[src/rtl/fusion_accumulator.sv]
// Lane-split accumulator for fused products: sums 1/2/4 lanes of a 16-bit
// product stream over a programmable number of beats and hands the result downstream.
module fusion_accumulator #(
    parameter int ACC_W = 24,
    parameter int LEN_W = 8
) (
    input  logic               clk,
    input  logic               rst,
    input  logic               start,
    input  logic [LEN_W-1:0]   len,
    input  logic [1:0]         mode,
    input  logic               signed_in,
    input  logic               in_valid,
    output logic               in_ready,
    input  logic [15:0]        in_data,
    output logic               out_valid,
    input  logic               out_ready,
    output logic [4*ACC_W-1:0] out_data,
    output logic               busy,
    output logic               err
);

    // state | meaning
    // IDLE  | waiting for start; rejects mode 11 with an err pulse
    // ACCUM | accepting beats until the down-counter reaches terminal count
    // DRAIN | holding the result until out_ready
    typedef enum logic [1:0] {IDLE, ACCUM, DRAIN} state_t;

    localparam logic [1:0]     MODE_BAD = 2'b11;
    localparam logic [LEN_W:0] CNT_ONE  = {{LEN_W{1'b0}}, 1'b1};
    localparam logic [LEN_W:0] CNT_FULL = {1'b1, {LEN_W{1'b0}}};

    state_t           state;
    logic [LEN_W:0]   cnt;
    logic [1:0]       mode_q;
    logic             signed_q;
    logic [ACC_W-1:0] acc    [4];
    logic [ACC_W-1:0] addend [4];

    always_comb begin
        for (int i = 0; i < 4; i++) addend[i] = '0;
        case (mode_q)
            2'b00: begin
                for (int i = 0; i < 4; i++)
                    addend[i] = {{(ACC_W-4){signed_q & in_data[4*i+3]}}, in_data[4*i +: 4]};
            end
            2'b01: begin
                for (int i = 0; i < 2; i++)
                    addend[i] = {{(ACC_W-8){signed_q & in_data[8*i+7]}}, in_data[8*i +: 8]};
            end
            2'b10: addend[0] = {{(ACC_W-16){signed_q & in_data[15]}}, in_data};
            default: ;
        endcase
    end

    always_ff @(posedge clk) begin
        if (rst) begin
            state     <= IDLE;
            cnt       <= '0;
            mode_q    <= '0;
            signed_q  <= 1'b0;
            in_ready  <= 1'b0;
            out_valid <= 1'b0;
            busy      <= 1'b0;
            err       <= 1'b0;
            for (int i = 0; i < 4; i++) acc[i] <= '0;
        end else begin
            err <= 1'b0;
            case (state)
                IDLE: begin
                    if (start) begin
                        if (mode == MODE_BAD) begin
                            err <= 1'b1;
                        end else begin
                            mode_q   <= mode;
                            signed_q <= signed_in;
                            cnt      <= (len == '0) ? CNT_FULL : {1'b0, len};
                            for (int i = 0; i < 4; i++) acc[i] <= '0;
                            state    <= ACCUM;
                            in_ready <= 1'b1;
                            busy     <= 1'b1;
                        end
                    end
                end
                ACCUM: begin
                    if (in_valid) begin
                        for (int i = 0; i < 4; i++) acc[i] <= acc[i] + addend[i];
                        cnt <= cnt - CNT_ONE;
                        if (cnt == CNT_ONE) begin
                            state     <= DRAIN;
                            in_ready  <= 1'b0;
                            out_valid <= 1'b1;
                        end
                    end
                end
                DRAIN: begin
                    if (out_ready) begin
                        state     <= IDLE;
                        out_valid <= 1'b0;
                        busy      <= 1'b0;
                    end
                end
                default: begin
                    state     <= IDLE;
                    in_ready  <= 1'b0;
                    out_valid <= 1'b0;
                    busy      <= 1'b0;
                end
            endcase
        end
    end

    always_comb begin
        for (int i = 0; i < 4; i++) out_data[ACC_W*i +: ACC_W] = acc[i];
    end

endmodule
[config.mk]
export PLATFORM = sky130hd
export DESIGN_NAME = fusion_accumulator
export DESIGN_NICKNAME = d
export VERILOG_FILES = /design/src/rtl/fusion_accumulator.sv
export SDC_FILE = /design/constraint.sdc
export NUM_CORES = 1
export LEC_CHECK = 0
export ABC_AREA = 0
export BUFFER_PORTS_ARGS = -buffer_cell sky130_fd_sc_hd__buf_2
export CAP_MARGIN = 10
export CORE_ASPECT_RATIO = 0.6
export CORE_UTILIZATION = 59
export DETAILED_ROUTE_END_ITERATION = 10
export HOLD_SLACK_MARGIN = 0.08
export PLACE_DENSITY = 0.87
export REMOVE_ABC_BUFFERS = 1
export SYNTH_ARGS = -nofsm -noshare
export SYNTH_HDL_FRONTEND = slang
export SYNTH_SLANG_ARGS = --single-unit
[constraint.sdc]
create_clock -name clk -period 3.9 [get_ports clk]
set_input_delay 0.78 -clock clk [delete_from_list [all_inputs] [get_ports clk]]
set_output_delay 0.78 -clock clk [all_outputs]
set_load 0.02 [all_outputs]
==> impl_results.md <==
* Status: finished clean
* Longest Clk Path Bufs at 2
* # IOs at approximately 130
* Total number of vias at 9228
* Utilization after layout at roughly 70%
* FF-to-FF path depth at 12
* Worst Skew at 0.01421 ns
* Htree depth at 4
* DIE HEIGHT at about 100 um
* DR DRC count at 0
* CP arrival at between 3 and 4 ns
* RSZ-0062 raised after global routing: no
* Iter 0 DRT Violations at roughly 930
* Largest net degree at the start of global routing at 38
* CTS Buf Count at 17
* Period Utilization, post-route at about 95%
* Startpoint Class: register
* CP Capture Type: register
* HP Start: acc[2][6]
* Hold slack at 0.4767 ns
* Routed WL at around 27000 um
* TritonCTS clock tree: done
* Crit Path Class: register to register
* P&R area growth vs syn at 15.44%
* GRT Total Usage at roughly a third
* Slew HR at between 40% and 50%
* DP HPWL at 20230 um
* Crit path max fanout at 16
* First-pass GRT wire length at approximately 43000 um
* Max_cap viols at 0
* Worst-path clk slew at around 0.06 ns
* PostCTS Resize Cnt at 0
* RR Startpoint: mode_q[0]
* Root buffer cell: clkbuf_16
* Overflow after GRT at 0
* Fin crit period at 3.704 ns
* Vias per cell at 6.347
* Wire length per cell at 18.69 um
* Cell variety after synth at 75
* Setup_tns at 0 ns
* Max Transition Viols Final at 0
* Sequential area share after synthesis at 31.93%
* Worst-Skew Late Latency at 0.42 ns
* Syn Area/Cell at 8.466 um^2
* Cts hold-fix bufs at 0
* Antenna violations before repair at 0
* Share of cells above drive strength 1 at about 16%
* Final ANT Viol Nets at 0
* Slew @ Worst Pin at approximately 0.76 ns
* Critical path required time at between 4 and 5 ns
* Core Region at roughly 15000 um^2
* Synth Cell Area at 9405 um^2
* IO Port Bufs at ~130
* Worst setup margin at around 0.20 ns
* Ys Warns at 0
* Post CTS Setup Buffer Count at 0
* Fin nets at around 1400
* Hold path cells at 2
* Async SR Flop Fraction at 0%
* Flops & latches, synth at between 100 and 150
* Vias in the first global route at 8322
* Final setup violation count at 0
* EDFF count, synth at 72
* FF-to-FF End: acc[0][18]
* WHS Endpoint: acc[2][6]
* Diodes inserted at 0
* Leak at 4.814 nW
* Die footprint at approximately 16000 um^2
* Clock Sinks at between 100 and 150
* Mapped Cells at 1111
* Starting Density at roughly 61%
* Final Hold Viols at 0
* Worst reg2reg setup slack at between 0.15 and 0.2 ns
* Cell Rows at 35
* Dpl ws at between 0.2 and 0.25 ns
* Detailed-router iteration count before antenna repair at 6
* Hold crit path type: register to register
* VDD IR max at between 0.2 and 0.3 mV
* Dominant synthesized flop cell: edfxtp_1
* Max Fclk at approximately 0.27 GHz
* Pwr/cell area at ~390 nW/um^2
* Overall die width at between 150 and 200 um
* Placer Congestion at between 1 and 1.5
## cell usage in the layout (no fill, tap or decap), types with 20 or more instances in the layout
master / instances
buf_2: 131
nor2_1: 129
a21oi_1: 124
nand2_1: 103
ha_1: 94
o21ai_0: 77
edfxtp_1: 72
dfxtp_1: 42
xnor2_1: 41
xor2_1: 36
inv_1: 33
a21o_1: 31
nand3_1: 22
buf_4: 20
## registers in the layout, indices dropped and copies added (netlist names)
| signal | count |
|---|---|
| acc | 96 |
| cnt | 9 |
| mode_q | 2 |
| state | 2 |
| busy | 1 |
| err | 1 |
| in_ready | 1 |
| out_valid | 1 |
| signed_q | 1 |
## stage by stage
stage	instances	power, W	cell area (um^2)
after floorplan	1068	0.002303	9219
after global routing	1454	0.004377	10860
after detailed placement	1422	0.002642	10280
after CTS	1454	0.004171	10860
final	1454	0.004193	10860
after global placement	1422	0.002616	10280
## layer usage
| layer | part of all wire, % | GRT usage [%] | vias to the layer above | wire (um) |
|---|---|---|---|---|
| met2 | 38 | 44.45 | 562 | 10420 |
| met4 | 1.8 | 9.033 | 0 | 490 |
| li1 | - | - | 4375 | - |
| met5 | 0 | 0 | - | 0 |
| met3 | 12 | 9.380 | 56 | 3291 |
| met1 | 48 | 51.86 | 4235 | 12970 |
## synthesized netlist by cell type (10+ instances only)
master / number / area share [%]
nand4_1: 14 / 0.93
a21o_1: 31 / 2.5
inv_1: 34 / 1.4
o21bai_1: 10 / 0.80
a211oi_1: 18 / 1.4
nand2_1: 103 / 4.1
nand2b_1: 20 / 1.3
nor2b_1: 11 / 0.73
clkbuf_1: 38 / 1.5
xnor2_1: 41 / 3.8
ha_1: 94 / 13
nor2_1: 129 / 5.1
o211ai_1: 14 / 1.1
o21ai_0: 77 / 4.1
xor2_1: 36 / 3.4
nand3_1: 22 / 1.2
and3_1: 13 / 0.86
nor3_1: 16 / 0.85
a31oi_1: 12 / 0.80
o21a_1: 10 / 0.80
a21oi_1: 124 / 6.6
and2_1: 15 / 1.0
edfxtp_1: 72 / 23
dfxtp_1: 42 / 8.9
## kinds of logic after synthesis
| logic type | Yosys count | synth area share, % |
|---|---|---|
| AO/OA/AOI/OAI | 362 | 24.80 |
| XOR/XNOR | 77 | 7.170 |
| adder cells (fa/ha/maj) | 98 | 13.36 |
| buffers and inverters | 77 | 3.339 |
| flip-flops | 114 | 31.93 |
| multiplexers | 8 | 0.8514 |
| AND/OR/NAND/NOR | 375 | 18.56 |
## cell type report
class / instances / area, um^2
inverter: 34 / 127.6
fill: 1251 / 4601
tap: 203 / 254.0
sequential: 114 / 3003
timing repair buffer: 151 / 805.8
clock inverter: 14 / 126.4
clock buffer: 18 / 450.4
multi-input combinational: 920 / 6091
## how the worst max path moves through the flow
| stage | startpoint | end | slack (ns) | depth (start not counted) |
|---|---|---|---|---|
| 3_5_place_dp | in_data[15] | acc[3][16] | 0.25 | 11 |
| 2_1_floorplan | mode_q[1] | acc[3][17] | 0.25 | 10 |
| 4_1_cts | mode_q[0] | acc[0][18] | 0.24 | 12 |
| 6_report | mode_q[0] | acc[0][18] | 0.20 | 12 |
| 5_1_grt | mode_q[0] | acc[3][16] | 0.08 | 11 |
| 3_3_place_gp | in_data[7] | acc[1][19] | 0.35 | 11 |
## critical path, stage by stage (launching register included)
cell,delay (ns)
dfxtp_1,0.49
buf_4,0.27
and3b_1,0.25
a211oi_1,0.25
a21oi_1,0.10
ha_1,0.38
and3_1,0.18
o2bb2ai_1,0.16
o41ai_2,0.37
o211ai_1,0.32
a21oi_1,0.34
o21ai_0,0.18
mux2i_1,0.16
## power breakdown
part	internal (W)	total (W)	switching (W)
combinational	0.000412	0.00116	0.000751
clock	0.000920	0.00154	0.000620
sequential	0.00141	0.00149	0.0000837
total	0.00274	0.00419	0.00145
Note: power is estimated with default switching activity, not from simulation.
